===== src/rtl/mmu_port_arbiter_if.sv =====
// rtl/mmu_port_arbiter_if.sv - request/response bundle between the fetch/data ports, the arbiter and MMU control
// Ports: fetch port (i_*), data port (d_*), shared rsp_err, MMU control channel (mmu_*), busy.
//   slave  : arbiter side (consumes requests and mmu_resp, drives responses and strobes)
//   master : requester/MMU side (testbench or surrounding fabric)
interface mmu_port_arbiter_if #(
    parameter int ADDR_W = 32,
    parameter int DATA_W = 32
);
    logic              i_req;
    logic [ADDR_W-1:0] i_addr;
    logic [DATA_W-1:0] i_rdata;
    logic              i_resp;

    logic              d_read;
    logic              d_write;
    logic [ADDR_W-1:0] d_addr;
    logic [DATA_W-1:0] d_wdata;
    logic [DATA_W-1:0] d_rdata;
    logic              d_resp;

    logic              rsp_err;

    logic              mmu_inst_req;
    logic              mmu_onc_read;
    logic              mmu_onc_write;
    logic              mmu_offc_read;
    logic              mmu_offc_write;
    logic [ADDR_W-1:0] mmu_addr;
    logic [DATA_W-1:0] mmu_wdata;
    logic              mmu_resp;
    logic [DATA_W-1:0] mmu_rdata;

    logic              busy;

    modport slave (
        input  i_req, i_addr, d_read, d_write, d_addr, d_wdata, mmu_resp, mmu_rdata,
        output i_rdata, i_resp, d_rdata, d_resp, rsp_err,
        output mmu_inst_req, mmu_onc_read, mmu_onc_write, mmu_offc_read, mmu_offc_write,
        output mmu_addr, mmu_wdata, busy
    );

    modport master (
        output i_req, i_addr, d_read, d_write, d_addr, d_wdata, mmu_resp, mmu_rdata,
        input  i_rdata, i_resp, d_rdata, d_resp, rsp_err,
        input  mmu_inst_req, mmu_onc_read, mmu_onc_write, mmu_offc_read, mmu_offc_write,
        input  mmu_addr, mmu_wdata, busy
    );
endinterface


===== src/rtl/mmu_port_arbiter.sv =====
// rtl/mmu_port_arbiter.sv - shares the single MMU request channel between fetch and data ports
// Ports:
//   clk, rst   : clock; asynchronous active-high reset
//   bus.slave  : i_req/i_addr -> i_rdata/i_resp; d_read/d_write/d_addr/d_wdata -> d_rdata/d_resp;
//                rsp_err qualifies either resp (1 = watchdog expiry);
//                one-hot mmu_* strobes with latched mmu_addr/mmu_wdata, mmu_resp/mmu_rdata back;
//                busy high whenever not IDLE.
module mmu_port_arbiter #(
    parameter int                 ADDR_W    = 32,
    parameter int                 DATA_W    = 32,
    parameter logic [ADDR_W-1:0]  ONC_BASE  = ADDR_W'(32'h0000_0000),
    parameter logic [ADDR_W-1:0]  ONC_LIMIT = ADDR_W'(32'h0000_FFFF),
    parameter int                 TIMEOUT   = 255
) (
    input  logic                clk,
    input  logic                rst,
    mmu_port_arbiter_if.slave   bus
);

    localparam int              CNT_W    = $clog2(TIMEOUT + 1);
    localparam logic [CNT_W-1:0] CNT_LAST = CNT_W'(TIMEOUT - 1);

    typedef enum logic [1:0] {
        S_IDLE,
        S_REQ,
        S_DONE
    } state_t;

    typedef enum logic [2:0] {
        K_INST,
        K_ONC_RD,
        K_ONC_WR,
        K_OFFC_RD,
        K_OFFC_WR
    } kind_t;

    state_t            state;
    state_t            state_nx;
    kind_t             kind_q;
    kind_t             grant_kind;

    logic              last_grant_data;
    logic              d_pend;
    logic              grant_valid;
    logic              grant_inst;
    logic              d_in_onc;

    logic [ADDR_W-1:0] addr_q;
    logic [DATA_W-1:0] wdata_q;
    logic [DATA_W-1:0] i_rdata_q;
    logic [DATA_W-1:0] d_rdata_q;
    logic              err_q;
    logic [CNT_W-1:0]  cnt_q;
    logic              to_hit_q;

    // Arbitration and decode, only meaningful in IDLE.
    // Offset-compare range check stays correct when ONC_BASE is zero.
    always_comb begin
        d_pend      = bus.d_read | bus.d_write;
        grant_valid = bus.i_req | d_pend;
        grant_inst  = bus.i_req & (~d_pend | last_grant_data);
        d_in_onc    = (bus.d_addr - ONC_BASE) <= (ONC_LIMIT - ONC_BASE);

        grant_kind = K_INST;
        if (!grant_inst) begin
            if (bus.d_write) begin
                grant_kind = d_in_onc ? K_ONC_WR : K_OFFC_WR;
            end else begin
                grant_kind = d_in_onc ? K_ONC_RD : K_OFFC_RD;
            end
        end
    end

    always_ff @(posedge clk or posedge rst) begin
        if (rst) begin
            state <= S_IDLE;
        end else begin
            state <= state_nx;
        end
    end

    // Moore outputs: strobes come only from state and the latched kind.
    always_comb begin
        state_nx           = state;
        bus.busy           = 1'b0;
        bus.mmu_inst_req   = 1'b0;
        bus.mmu_onc_read   = 1'b0;
        bus.mmu_onc_write  = 1'b0;
        bus.mmu_offc_read  = 1'b0;
        bus.mmu_offc_write = 1'b0;
        bus.i_resp         = 1'b0;
        bus.d_resp         = 1'b0;
        bus.rsp_err        = 1'b0;

        case (state)
            S_IDLE: begin
                if (grant_valid) begin
                    state_nx = S_REQ;
                end
            end
            S_REQ: begin
                bus.busy           = 1'b1;
                bus.mmu_inst_req   = (kind_q == K_INST);
                bus.mmu_onc_read   = (kind_q == K_ONC_RD);
                bus.mmu_onc_write  = (kind_q == K_ONC_WR);
                bus.mmu_offc_read  = (kind_q == K_OFFC_RD);
                bus.mmu_offc_write = (kind_q == K_OFFC_WR);
                if (bus.mmu_resp || to_hit_q) begin
                    state_nx = S_DONE;
                end
            end
            S_DONE: begin
                bus.busy    = 1'b1;
                bus.i_resp  = (kind_q == K_INST);
                bus.d_resp  = (kind_q != K_INST);
                bus.rsp_err = err_q;
                state_nx    = S_IDLE;
            end
            default: begin
                state_nx = S_IDLE;
            end
        endcase
    end

    // The expiry compare is registered, so the error path leaves REQ one cycle
    // after the counter reaches TIMEOUT-1; a response arriving in that extra
    // cycle still beats the error.
    always_ff @(posedge clk or posedge rst) begin
        if (rst) begin
            kind_q          <= K_INST;
            last_grant_data <= 1'b1;
            addr_q          <= '0;
            wdata_q         <= '0;
            i_rdata_q       <= '0;
            d_rdata_q       <= '0;
            err_q           <= 1'b0;
            cnt_q           <= '0;
            to_hit_q        <= 1'b0;
        end else begin
            case (state)
                S_IDLE: begin
                    if (grant_valid) begin
                        kind_q          <= grant_kind;
                        last_grant_data <= ~grant_inst;
                        addr_q          <= grant_inst ? bus.i_addr : bus.d_addr;
                        wdata_q         <= grant_inst ? '0 : bus.d_wdata;
                        cnt_q           <= '0;
                        to_hit_q        <= 1'b0;
                    end
                end
                S_REQ: begin
                    cnt_q    <= cnt_q + 1'b1;
                    to_hit_q <= (cnt_q == CNT_LAST);
                    if (bus.mmu_resp) begin
                        err_q <= 1'b0;
                        if (kind_q == K_INST) begin
                            i_rdata_q <= bus.mmu_rdata;
                        end else begin
                            d_rdata_q <= bus.mmu_rdata;
                        end
                    end else if (to_hit_q) begin
                        err_q <= 1'b1;
                        if (kind_q == K_INST) begin
                            i_rdata_q <= '0;
                        end else begin
                            d_rdata_q <= '0;
                        end
                    end
                end
                default: begin
                end
            endcase
        end
    end

    assign bus.mmu_addr  = addr_q;
    assign bus.mmu_wdata = wdata_q;
    assign bus.i_rdata   = i_rdata_q;
    assign bus.d_rdata   = d_rdata_q;

endmodule

===== src/flat_wrapper.sv =====
// flat-port wrapper written by rule: the top's interface ports become plain ports
module mmu_port_arbiter_flat 
#(
    parameter int                 ADDR_W    = 32,
    parameter int                 DATA_W    = 32,
    parameter logic [ADDR_W-1:0]  ONC_BASE  = ADDR_W'(32'h0000_0000),
    parameter logic [ADDR_W-1:0]  ONC_LIMIT = ADDR_W'(32'h0000_FFFF),
    parameter int                 TIMEOUT   = 255
)
  (clk, rst, bus_i_req, bus_i_addr, bus_d_read, bus_d_write, bus_d_addr, bus_d_wdata, bus_mmu_resp, bus_mmu_rdata, bus_i_rdata, bus_i_resp, bus_d_rdata, bus_d_resp, bus_rsp_err, bus_mmu_inst_req, bus_mmu_onc_read, bus_mmu_onc_write, bus_mmu_offc_read, bus_mmu_offc_write, bus_mmu_addr, bus_mmu_wdata, bus_busy);
  mmu_port_arbiter_if #(.ADDR_W(ADDR_W), .DATA_W(DATA_W)) bus_i ();
  input  logic clk;
  input  logic rst;
  input wire logic [$bits(bus_i.i_req)-1:0] bus_i_req;
  input wire logic [$bits(bus_i.i_addr)-1:0] bus_i_addr;
  input wire logic [$bits(bus_i.d_read)-1:0] bus_d_read;
  input wire logic [$bits(bus_i.d_write)-1:0] bus_d_write;
  input wire logic [$bits(bus_i.d_addr)-1:0] bus_d_addr;
  input wire logic [$bits(bus_i.d_wdata)-1:0] bus_d_wdata;
  input wire logic [$bits(bus_i.mmu_resp)-1:0] bus_mmu_resp;
  input wire logic [$bits(bus_i.mmu_rdata)-1:0] bus_mmu_rdata;
  output wire logic [$bits(bus_i.i_rdata)-1:0] bus_i_rdata;
  output wire logic [$bits(bus_i.i_resp)-1:0] bus_i_resp;
  output wire logic [$bits(bus_i.d_rdata)-1:0] bus_d_rdata;
  output wire logic [$bits(bus_i.d_resp)-1:0] bus_d_resp;
  output wire logic [$bits(bus_i.rsp_err)-1:0] bus_rsp_err;
  output wire logic [$bits(bus_i.mmu_inst_req)-1:0] bus_mmu_inst_req;
  output wire logic [$bits(bus_i.mmu_onc_read)-1:0] bus_mmu_onc_read;
  output wire logic [$bits(bus_i.mmu_onc_write)-1:0] bus_mmu_onc_write;
  output wire logic [$bits(bus_i.mmu_offc_read)-1:0] bus_mmu_offc_read;
  output wire logic [$bits(bus_i.mmu_offc_write)-1:0] bus_mmu_offc_write;
  output wire logic [$bits(bus_i.mmu_addr)-1:0] bus_mmu_addr;
  output wire logic [$bits(bus_i.mmu_wdata)-1:0] bus_mmu_wdata;
  output wire logic [$bits(bus_i.busy)-1:0] bus_busy;
  assign bus_i.i_req = bus_i_req;
  assign bus_i.i_addr = bus_i_addr;
  assign bus_i.d_read = bus_d_read;
  assign bus_i.d_write = bus_d_write;
  assign bus_i.d_addr = bus_d_addr;
  assign bus_i.d_wdata = bus_d_wdata;
  assign bus_i.mmu_resp = bus_mmu_resp;
  assign bus_i.mmu_rdata = bus_mmu_rdata;
  assign bus_i_rdata = bus_i.i_rdata;
  assign bus_i_resp = bus_i.i_resp;
  assign bus_d_rdata = bus_i.d_rdata;
  assign bus_d_resp = bus_i.d_resp;
  assign bus_rsp_err = bus_i.rsp_err;
  assign bus_mmu_inst_req = bus_i.mmu_inst_req;
  assign bus_mmu_onc_read = bus_i.mmu_onc_read;
  assign bus_mmu_onc_write = bus_i.mmu_onc_write;
  assign bus_mmu_offc_read = bus_i.mmu_offc_read;
  assign bus_mmu_offc_write = bus_i.mmu_offc_write;
  assign bus_mmu_addr = bus_i.mmu_addr;
  assign bus_mmu_wdata = bus_i.mmu_wdata;
  assign bus_busy = bus_i.busy;
  mmu_port_arbiter #(.ADDR_W(ADDR_W), .DATA_W(DATA_W), .ONC_BASE(ONC_BASE), .ONC_LIMIT(ONC_LIMIT), .TIMEOUT(TIMEOUT)) u_core (.clk(clk), .rst(rst), .bus(bus_i));
endmodule

===== config.mk =====
export PLATFORM = sky130hd
export DESIGN_NAME = mmu_port_arbiter_flat
export DESIGN_NICKNAME = d
export VERILOG_FILES = /design/src/rtl/mmu_port_arbiter_if.sv /design/src/rtl/mmu_port_arbiter.sv /design/src/flat_wrapper.sv
export SDC_FILE = /design/constraint.sdc
export NUM_CORES = 1
export LEC_CHECK = 0
export ABC_AREA = 1
export BUFFER_PORTS_ARGS = -buffer_cell sky130_fd_sc_hd__buf_2
export CORE_MARGIN = 1
export CORE_UTILIZATION = 35
export CTS_CLUSTER_DIAMETER = 150
export DETAILED_ROUTE_END_ITERATION = 6
export MAX_ROUTING_LAYER = met4
export PLACE_DENSITY = 0.68
export SLEW_MARGIN = 20
export SYNTH_ARGS = -nofsm -noshare
export SYNTH_HDL_FRONTEND = slang
export SYNTH_SLANG_ARGS = --single-unit
export TNS_END_PERCENT = 50

===== constraint.sdc =====
create_clock -name clk -period 3.7 [get_ports clk]
set_input_delay 0.185 -clock clk [delete_from_list [all_inputs] [get_ports clk]]
set_output_delay 0.185 -clock clk [all_outputs]
set_load 0.005 [all_outputs]

### Word level (Yosys, flattened, before mapping)

Cells that the tools add are included.

| word-level totals | value |
|---|---|
| flip-flop bits (word level) | 144 |
| bits of input ports | 134 |
| output and inout bits | 137 |

| cells by class | value |
|---|---|
| add/sub/neg operators | 1 |
| magnitude comparators | 1 |
| eq/ne operators | 9 |
| multiplexer cells | 32 |
| bitwise gates (word level) | 7 |
| reductions and logical operators | 13 |

Operators with widths:

| cell | number |
|---|---|
| two-way mux 32 bit | 10 |
| <= comparator 32 x 16 -> 1 bit (second input constant) | 1 |
| one-hot mux 8 bit (2 select lines) | 1 |
| two-way mux 1 bit | 12 |
| two-way mux 3 bit | 3 |
| adder 8 x 1 -> 8 bit (second input constant) | 1 |
| == test 8 bit (second input constant) | 1 |
| two-way mux 8 bit | 1 |
| AND reduction 2 bit | 4 |
| == test 3 x 2 -> 1 bit (second input constant) | 2 |
| two-way mux 2 bit | 3 |
| AND reduction 3 bit | 2 |
| inequality test 2 x 1 -> 1 bit (second input constant) | 2 |
| one-hot mux 2 bit (2 select lines) | 1 |
| nonzero test 2 bit | 2 |
| == test 3 x 1 -> 1 bit (second input constant) | 1 |
| == test 3 bit (second input constant) | 1 |
| zero test 3 bit | 1 |
| inverter 1 bit | 3 |
| OR 1 bit | 3 |
| nonzero test 3 bit | 1 |
| == test 2 x 1 -> 1 bit (second input constant) | 1 |
| == test 2 bit (second input constant) | 1 |
| zero test 2 bit | 1 |
| 4 further kinds | 4 |

### Logic depth before layout (Yosys ltp)

Gate-level depths: netlist (run 1).

| depth | value |
|---|---|
| word-level depth | 5 |
| gate-level depth with buffers | 9 |
| depth with buffers taken out | 8 |

### Worst setup path after synthesis (run 1)

OpenSTA, ideal clock, no wires.

| path | value |
|---|---|
| path type | register to register |
| from | reg u_core.state[1] |
| to | reg u_core.d_rdata_q[3], in the netlist u_core.bus.d_rdata[3] |
| library setup time | 127 ps |
| arrival time | 1213 ps |
| slack | 2361 ps |
| cell stages (with the launch flop) | 9 |
| clock period less this slack | 1339 ps |
| cells stage by stage | dfrtp_1 -> inv_1 -> ha_1 -> inv_2 -> a21oi_4 -> nand2_4 -> buf_2 -> nand2_1 -> o21ai_0 |

| between the ends | value |
|---|---|
| cells in the longest elaborated chain, start to end | 2 |

Ends and longest elaborated chain:

| element | RTL line | text |
|---|---|---|
| from (decl) | mmu_port_arbiter.sv:37 | `state_t state;` |
| from (signal assigned) | mmu_port_arbiter.sv:78 | `state <= state_nx;` |
| == test 2 x 1 -> 1 bit | mmu_port_arbiter.sv:140 | `case (state)` |
| AND reduction 3 bit (no source line) | - |  |
| to (signal assigned) | mmu_port_arbiter.sv:159 | `d_rdata_q <= bus.mmu_rdata;` |
| to (decl) | mmu_port_arbiter.sv:51 | `logic [DATA_W-1:0] d_rdata_q;` |

No other way between the ends.
A chain may end at the register's enable or synchronous reset.

### Worst setup path in the final report (run 1)

| path | value |
|---|---|
| from | reg u_core.state[0] |
| to | reg u_core.wdata_q[8], in the netlist u_core.bus.mmu_wdata[8] |

| between the ends | value |
|---|---|
| cells in the longest elaborated chain, start to end | 2 |

Ends and longest elaborated chain:

| element | RTL line | text |
|---|---|---|
| zero test 2 bit | mmu_port_arbiter.sv:140 |  |
| AND reduction 2 bit (no source line) | - |  |
| to (signal assigned) | mmu_port_arbiter.sv:146 | `wdata_q <= grant_inst ? '0 : bus.d_wdata;` |
| to (decl) | mmu_port_arbiter.sv:49 | `logic [DATA_W-1:0] wdata_q;` |

No other way between the ends.

==> results.yml, run 1 <==
timing:
  final_hold_viol_count: 0
  slew_viol_final: 0
  slew_headroom_pct: 41.9
  tns_ns: 0
  worst_slew_pin_slew_ns: 0.868
  period_minus_slack_ns: 2.36
  final.setup_skew_ns: 0.00989
  report.final.setup_viol: 0
  rsz0062_at_grt: "no"
  final_ws_setup_ns: 1.34
  max_freq_mhz: 424
  timing.final.crit_share_pct: 63.8
clock_network:
  cts_inserted_buffers: 17
  path_clk_slew_ns: 0.07
  post-cts-setup-buffer-count: 0
  post_cts_resized: 0
  insertion_delay_ns: 0.42
  buffers_from_clock_root_to_sink_at_most: 2
  tritoncts: "built"
  cts-root-buf: "clkbuf_16"
  cts-hold-fix-buffers: 33
  htreeDepth: 4
  cts_sinks: 144
route:
  drt_pass1_iterations: 7
  drc: 42
  final_antenna_net_count: 0
  wl_mm: 17.8
  vias: 5867
  wire_per_inst_um: 13.9
  vias_per_cell: 4.58
  detail_route.iter0.violations: 288
worst_setup_path:
  critPathMaxFanout: 36
  critical_path_end_type: "flop"
  cp_data_arrival_time_ns: 2.70
  required_time_of_the_critical_path_ns: 4.04
  cp-start-kind: "flop"
  crit_type: "flop to flop"
cells_and_area:
  antenna_diodes: 0
  drive_gt1_share_pct: 34.1
  multi_input_gate_area_in_the_final_layout_um2: 2390
  filler_cell_count: 1758
  synthesis_to_finish_area_growth_pct: 35.3
  final_cell_count_no_fill: 1282
  final_net_count: 1180
  seq_area_um2: 3600
global_routing:
  maximum_number_of_pins_on_one_net_before_global_route_repair: 65
  wire_length_of_the_first_global_routing_pass_mm: 29.0
  initial_antenna_violation_count: 0
  track_usage_pct: 19.7
  grt_pass1_vias: 5660
  grt_remaining_overflow: 0
synth:
  most_used_standard_cells_in_the_synthesized_netlist: "nand2_1, dfrtp_1, o21ai_1"
  synth_seq_area_share_pct: 55.5
  postSynth.asyncResetShare_pct: 100
  syn_nets: 891
  postSynthCellCount: 751
  netlist_area_um2: 6490
  ys_top_cells_by_area: "dfrtp_1, nand2_1, o21ai_2"
  yosysUniqueCellTypes: 27
  ys_ff_latch: 144
  yosysTopAreaCellShare_pct: 55.1
  yosys_most_used_dff: "dfrtp_1"
  synth_top_area_cell: "dfrtp_1"
  synthMostInstantiatedCell: "nand2_1"
  synth-edff-count: 0
  synth.avg_cell_area_um2: 8.65
  yosysWarningCount: 0
placement:
  port_buffers: 270
  place_congestion: 0.785
  placed_cells: 1217
  place_hpwl_mm: 12.3
  dp_slack_ns: 1.36
run:
  timing.max_cap.violations: 0
power_and_ir_drop:
  clkPwrFrac_pct: 24.6
  power.sequential.fraction_pct: 38.8
  power_density_nw_per_um2: 766
  comb_power_share_pct: 36.6
  power.leakage_nw: 4.86
  irDropWorstVdd_mv: 0.432
  power.switching_fraction_pct: 38.1
  switching_power_mw: 2.56
  cellInternalPower_mw: 4.16
floorplan:
  dieArea_um2: 19100
  die_w_um: 138
  ioPinCount: 271
  core_rows: 49
  design.core.area_um2: 18100
  dieHeight_um: 138
  initial_core_util_pct: 35.9
worst_hold_path:
  min-delay-path-class: "input port to flop"
outcome:
  violations_in_the_final_reports: "design-rule violations"
  status: "complete, but fails checks"
cell type report:
| cell class | instances | area share (%) |
|---|---|---|
| clock buffers | 19 | 5.16 |
| multi-input cells | 518 | 27.2 |
| well taps | 229 | 3.26 |
| flip-flops and latches | 144 | 41.0 |
| clock inverters | 13 | 1.30 |
| repair buffers | 309 | 19.8 |
| inverters | 50 | 2.24 |
cell families after synthesis:
| group | count (synthesis) | synth area share [%] |
|---|---|---|
| AO/OA/AOI/OAI | 115 | 11.1 |
| adder cells (fa/ha/maj) | 6 | 1.16 |
| buffers and inverters | 89 | 7.69 |
| flip-flops | 144 | 55.5 |
| AND/OR/NAND/NOR | 397 | 24.5 |
critical path, stage by stage, from the launching register on:
cell and delay (ns):
dfrtp_1 0.40, inv_1 0.09, ha_1 0.24, nand2_2 0.45, inv_4 0.50, nand2_4 0.10, inv_4 0.30, nand2_1 0.11
nand2_1 0.09
per-layer routing:
metal | track usage, % | wire length [um] | part of all wire (%)
met4 | 6.39 | 261 | 1.5
met1 | 24.2 | 7870 | 44
met5 | - | 0 | 0
met3 | 5.37 | 1240 | 7.0
met2 | 31.6 | 8410 | 47
path summary, 6_finish.rpt:
path,startpoint,end,slack (ns),cells past startpoint
worst max-delay path,u_core.state[0],u_core.bus.mmu_wdata[8],1.34,8
worst min-delay path,bus_i_addr[8],u_core.bus.mmu_addr[8],0.02,3
worst max register to register,u_core.state[0],u_core.bus.mmu_wdata[8],1.34,8
worst min register to register,u_core.bus.mmu_wdata[22],u_core.bus.mmu_wdata[22],0.48,2
max in group asynchronous,rst,u_core.last_grant_data,2.27,4
min in group asynchronous,rst,u_core.bus.d_rdata[4],0.48,3
power groups by stage:
stage                     Clock [mW]  Combinational (mW)  Sequential (mW)
after floorplan                    0                1.47             2.66
after global placement             0                2.41             2.62
after detailed placement           0                2.47             2.62
after CTS                       1.71                2.50             2.61
after global routing            1.77                2.79             2.69
final                           1.65                2.46             2.61
state kept, by name, summed over array words and instances, names as in the netlist:
name	cells
u_core.bus.d_rdata	32
u_core.bus.i_rdata	32
u_core.bus.mmu_addr	32
u_core.bus.mmu_wdata	32
u_core.cnt_q	8
u_core.err_q	1
u_core.kind_q	3
u_core.last_grant_data	1
u_core.state	2
u_core.to_hit_q	1
per-stage QoR:
| stage | total power [mW] | hold slack [ns] | util (%) | cell area (um2) |
|---|---|---|---|---|
| after floorplan | 4.13 | 0.292 | - | 6500 |
| after global routing | 7.26 | 0.0106 | 48.6 | 8780 |
| after global placement | 5.03 | 0.379 | 43.6 | 7890 |
| final | 6.73 | 0.0191 | 48.6 | 8780 |
| after detailed placement | 5.09 | 0.381 | 43.6 | 7890 |
| after CTS | 6.81 | 0.00782 | 48.6 | 8780 |
cell usage in the layout, fill, tap and decap left out:
cell           count
a21oi_1            3
inv_8              3
clkinv_2           2
o21ai_1           48
buf_2            270
buf_12             1
nand2_1          324
o21ai_0           28
nand4_1            7
ha_1               6
inv_2              3
dfrtp_1          143
clkinv_4           2
buf_4              5
nand2_2            2
dlygate4sd3_1     33
or2_2              1
o21ai_4            1
o21ai_2           32
nor3_1             1
nand2_4            4
inv_1             44
nor4_1             4
o21bai_1           2
clkbuf_16         17
nor2_4             3
clkinvlp_4         1
dfstp_2            1
inv_4              2
clkbuf_8           2
inv_6              6
nor2_1            42
a21oi_4            1
nand3_1            9
Note: power is estimated with default switching activity, not from simulation.
==> run 2: changes to the inputs <==
--- a/config.mk
+++ b/config.mk
@@ -12,7 +12,7 @@
 export CTS_CLUSTER_DIAMETER = 150
 export DETAILED_ROUTE_END_ITERATION = 6
 export MAX_ROUTING_LAYER = met4
-export PLACE_DENSITY = 0.68
+export PLACE_DENSITY = 0.65
 export SLEW_MARGIN = 20
 export SYNTH_ARGS = -nofsm -noshare
 export SYNTH_HDL_FRONTEND = slang
==> constraint.sdc (replaced) <==
create_clock -name clk -period 2.4 [get_ports clk]
set_input_delay 0.12 -clock clk [delete_from_list [all_inputs] [get_ports clk]]
set_output_delay 0.12 -clock clk [all_outputs]
set_load 0.005 [all_outputs]
==> run 2 against run 1 <==
The run still ends with design-rule violations left. Sequential cell count did not move. Core utilization rose by 4.1 points. Wire length rose by 6.1%. Sequential share of layout area fell by 3.2 points. Critical endpoint is now u_core.bus.mmu_addr[12]. Sequential power rose by 54%. Via count rose by 6.9%.
==> results.yml, run 2 (synthesis results as in run 1) <==
clock_network:
  cts-hold-fix-buffers: 102
  cts-root-buf: "clkbuf_16"
  cts_sinks: 144
  cts_inserted_buffers: 17
  path_clk_slew_ns: 0.06
  post-cts-setup-buffer-count: 0
  post_cts_resized: 0
  buffers_from_clock_root_to_sink_at_most: 2
  tritoncts: "built"
  htreeDepth: 4
  insertion_delay_ns: 0.42
route:
  wl_mm: 18.9
  final_antenna_net_count: 0
  vias_per_cell: 4.64
  vias: 6273
  detail_route.iter0.violations: 386
  drc: 40
  drt_pass1_iterations: 7
  wire_per_inst_um: 14.0
placement:
  place_hpwl_mm: 12.2
  placed_cells: 1218
  port_buffers: 270
  dp_slack_ns: 0.449
  place_congestion: 0.792
  area_after_detailed_placement_um2: 7920
floorplan:
  core_rows: 49
  dieHeight_um: 138
  design.core.area_um2: 18100
  dieArea_um2: 19100
  initial_core_util_pct: 35.9
  die_w_um: 138
  ioPinCount: 271
timing:
  report.final.setup_viol: 0
  tns_ns: 0
  worst_slew_pin_slew_ns: 0.793
  period_minus_slack_ns: 2.24
  timing.final.crit_share_pct: 93.2
  slew_headroom_pct: 47.1
  slew_viol_final: 0
  final.setup_skew_ns: 0.00744
  final_hold_viol_count: 0
  max_freq_mhz: 447
  rsz0062_at_grt: "no"
  final_ws_setup_ns: 0.163
cells_and_area:
  final_net_count: 1250
  design_area_um2: 9520
  mostFrequentLayoutCell: "nand2_1"
  antenna_diodes: 0
  layout.cells.most_common_list: "nand2_1, buf_2, dfrtp_1"
  synthesis_to_finish_area_growth_pct: 46.7
  drive_gt1_share_pct: 32.0
  final_cell_count_no_fill: 1352
  filler_cell_count: 1663
global_routing:
  maximum_number_of_pins_on_one_net_before_global_route_repair: 145
  grt_pass1_vias: 6355
  track_usage_pct: 21.3
  initial_antenna_violation_count: 0
  grt_remaining_overflow: 0
  wire_length_of_the_first_global_routing_pass_mm: 31.4
power_and_ir_drop:
  switching_power_mw: 4.00
  power.switching_fraction_pct: 37.2
  irDropWorstVdd_mv: 0.532
  clkPwrFrac_pct: 24.6
  power.leakage_nw: 5.16
  cellInternalPower_mw: 6.75
  power.sequential.fraction_pct: 37.5
  comb_power_share_pct: 37.9
  power_density_nw_per_um2: 1130
worst_hold_path:
  min-delay-path-class: "input port to flop"
worst_setup_path:
  critPathMaxFanout: 36
  critical_path_end_type: "flop"
  cp_data_arrival_time_ns: 2.59
  cp-start-kind: "flop"
  crit_type: "flop to flop"
  required_time_of_the_critical_path_ns: 2.75
run:
  timing.max_cap.violations: 0
outcome:
  violations_in_the_final_reports: "design-rule violations"
  status: "complete, but fails checks"
[run 2: cell count changes in the layout (fill, tap and decap cells not counted), moves of 2 or more]
cell,previous run,this run
dlygate4sd3_1,33,102
buf_12,1,3
bufinv_16,0,2
clkbuf_8,2,0
clkinvlp_4,1,3
inv_8,3,1
[run 2: power by group through the flow]
stage / clock, mW / sequential, mW / combinational (mW)
3_5_place_dp: 0 / 4.03 / 3.86
4_1_cts: 2.72 / 4.02 / 4.09
6_report: 2.65 / 4.03 / 4.07
3_3_place_gp: 0 / 4.03 / 3.78
2_1_floorplan: 0 / 4.09 / 2.27
5_1_grt: 2.81 / 4.15 / 4.61
[run 2: critical path, stage by stage, from the launching register on]
cell and delay [ns]:
dfrtp_1 0.38, inv_1 0.07, ha_1 0.26, nand2_2 0.24, buf_4 0.42, nand2_1 0.11
o21ai_1 0.11, dlygate4sd3_1 0.58
[run 2: per-layer routing]
metal	part of all wire [%]	GRT usage, %	routed length, um
met2	48	33.8	9030
met1	43	26.2	8110
met4	1.9	8.04	353
met5	0	-	0
met3	7.2	5.20	1370
[run 2: worst paths after layout]
check                                         from  slack [ns]                      end  depth (start not counted)
min reg2reg                u_core.bus.mmu_wdata[2]        0.47  u_core.bus.mmu_wdata[2]                          2
max                                u_core.state[0]        0.16  u_core.bus.mmu_addr[12]                          7
max in group asynchronous                      rst        1.30  u_core.bus.mmu_addr[15]                          4
min                                  bus_d_addr[8]        0.02   u_core.bus.mmu_addr[8]                          5
max reg2reg                        u_core.state[0]        0.16  u_core.bus.mmu_addr[12]                          7
min in group asynchronous                      rst        0.50    u_core.bus.i_rdata[9]                          4
[run 2: layout make-up]
class	instances	area [um2]	share of cell area, %
Sequential cell	144	3600	37.9
Tap cell	229	287	3.01
Clock buffer	18	429	4.51
Inverter	50	196	2.06
Timing Repair Buffer	379	2460	25.9
Multi-Input combinational cell	518	2390	25.1
Clock inverter	14	154	1.62
[run 2: per-stage QoR]
step	hold slack, ns	utilization (%)	total power [mW]
4_1_cts	0.0000536	52.6	10.8
3_5_place_dp	0.319	43.8	7.89
3_3_place_gp	0.313	43.8	7.81
2_1_floorplan	0.227	-	6.36
6_report	0.0182	52.6	10.7
5_1_grt	0.0260	52.6	11.6
==> run 3: changes to the inputs <==
--- a/config.mk
+++ b/config.mk
@@ -7,12 +7,13 @@
 export LEC_CHECK = 0
 export ABC_AREA = 1
 export BUFFER_PORTS_ARGS = -buffer_cell sky130_fd_sc_hd__buf_2
+export CAP_MARGIN = 20
 export CORE_MARGIN = 1
 export CORE_UTILIZATION = 35
 export CTS_CLUSTER_DIAMETER = 150
 export DETAILED_ROUTE_END_ITERATION = 6
 export MAX_ROUTING_LAYER = met4
-export PLACE_DENSITY = 0.65
+export PLACE_DENSITY = 0.6
 export SLEW_MARGIN = 20
 export SYNTH_ARGS = -nofsm -noshare
 export SYNTH_HDL_FRONTEND = slang
==> run 3 against run 2 <==
The flow still finishes with violations (design-rule violations). Sequential share of layout area rose by 0.17 points. Non-clock buffer count shrank 4. Combinational power is 2% lower. Sequential cell count unchanged. Register-to-register slack improved by 0.03 ns. Clock power about the same.
==> results.yml, run 3 (synthesis results as in run 1) <==
route:
  wire_per_inst_um: 13.5
  drc: 42
  drt_pass1_iterations: 7
  vias_per_cell: 4.54
  met3_length_mm: 1.37
  highest-signal-layer: "met4"
  wl_met1_mm: 8.12
  final_antenna_net_count: 0
  vias: 6109
  dr_wl_met2_mm: 8.37
  wl_mm: 18.2
  detail_route.iter0.violations: 300
cells_and_area:
  drive_gt1_share_pct: 32.1
  layout.cells.most_common_list: "nand2_1, buf_2, dfrtp_1"
  antenna_diodes: 0
  mostFrequentLayoutCell: "nand2_1"
  final_cell_count_no_fill: 1347
  synthesis_to_finish_area_growth_pct: 46.0
  design_area_um2: 9480
  final_net_count: 1246
power_and_ir_drop:
  post-layout-total-power_mw: 10.6
  power_density_nw_per_um2: 1120
  irDropWorstVdd_mv: 0.485
  power.leakage_nw: 5.15
outcome:
  status: "complete, but fails checks"
  violations_in_the_final_reports: "design-rule violations"
timing:
  report.final.setup_viol: 0
  max_freq_mhz: 453
  slew_viol_final: 0
  slew_headroom_pct: 46.4
  tns_ns: 0
  timing.final.crit_share_pct: 92.1
  rsz0062_at_grt: "no"
  final_hold_viol_count: 0
  worst_slew_pin_slew_ns: 0.804
  final.setup_skew_ns: 0.0113
  period_minus_slack_ns: 2.21
clock_network:
  tritoncts: "built"
  path_clk_slew_ns: 0.06
  cts-root-buf: "clkbuf_16"
  htreeDepth: 4
  insertion_delay_ns: 0.42
  cts_inserted_buffers: 17
  cts_sinks: 144
  buffers_from_clock_root_to_sink_at_most: 2
worst_hold_path:
  min-delay-path-class: "input port to flop"
placement:
  port_buffers: 270
  placed_cells: 1218
  place_congestion: 0.767
  place_hpwl_mm: 12.0
  area_after_detailed_placement_um2: 7920
global_routing:
  wire_length_of_the_first_global_routing_pass_mm: 30.4
  maximum_number_of_pins_on_one_net_before_global_route_repair: 145
  grt_pass1_vias: 6057
  track_usage_pct: 20.4
  initial_antenna_violation_count: 0
  grt_remaining_overflow: 0
worst_setup_path:
  critical_path_end_type: "flop"
  critPathMaxFanout: 67
  rrSetupSlack_ns: 0.19
  cp_data_arrival_time_ns: 2.56
  required_time_of_the_critical_path_ns: 2.75
  cp-start-kind: "flop"
  crit_type: "flop to flop"
floorplan:
  core_rows: 49
  dieHeight_um: 138
  ioPinCount: 271
  initial_core_util_pct: 35.9
  dieArea_um2: 19100
  design.core.area_um2: 18100
  die_w_um: 138
run:
  timing.max_cap.violations: 0
[run 3: cell type report]
| class | instances | area (um2) |
|---|---|---|
| clock inverters | 14 | 155 |
| multi-input cells | 518 | 2390 |
| fillers | 1691 | 8610 |
| well taps | 229 | 287 |
| repair buffers | 375 | 2420 |
| clock buffers | 17 | 425 |
| flip-flops and latches | 144 | 3600 |
| inverters | 50 | 196 |
[run 3: through the flow]
step | hold slack, ns | setup WS [ns] | utilization, %
after floorplan | 0.227 | 0.476 | -
after global placement | 0.313 | 0.544 | 43.8
after detailed placement | 0.319 | 0.490 | 43.8
after CTS | 0.0000496 | 0.187 | 52.4
after global routing | 0.0103 | 0.0156 | 52.4
final | 0.0145 | 0.190 | 52.4
[run 3: path summary, 6_finish.rpt]
path / start / to / depth (start not counted)
worst max-delay path: u_core.state[0] / u_core.bus.mmu_addr[10] / 7
worst min-delay path: bus_mmu_rdata[0] / u_core.bus.i_rdata[0] / 3
worst max register to register: u_core.state[0] / u_core.bus.mmu_addr[10] / 7
worst min register to register: u_core.bus.mmu_wdata[1] / u_core.bus.mmu_wdata[1] / 2
max in group asynchronous: rst / u_core.bus.mmu_addr[2] / 4
min in group asynchronous: rst / u_core.bus.mmu_wdata[7] / 4
[run 3: where the power goes]
| part | internal [mW] | switching, mW |
|---|---|---|
| Clock | 1.55 | 1.08 |
| Sequential | 3.45 | 0.558 |
| Combinational | 1.71 | 2.28 |
[run 3: what timing repair did]
item                      CTS  global route
resized for setup           0             0
hold buffers               98             0
buffers inserted            0             0
hold endpoints to repair  165             0
[run 3: critical path, cell delays in order, from the launching register on]
cell and delay, ns:
dfrtp_1 0.36, inv_1 0.07, ha_1 0.24, nand2_2 0.11
buf_4 0.58, nand2_1 0.11, o21ai_1 0.10, dlygate4sd3_1 0.55
[run 3: per-layer routing]
layer	GRT usage [%]	vias up
met3	4.99	30
met2	31.7	238
met1	25.8	2779
met4	7.98	0
met5	-	-
li1	-	3062
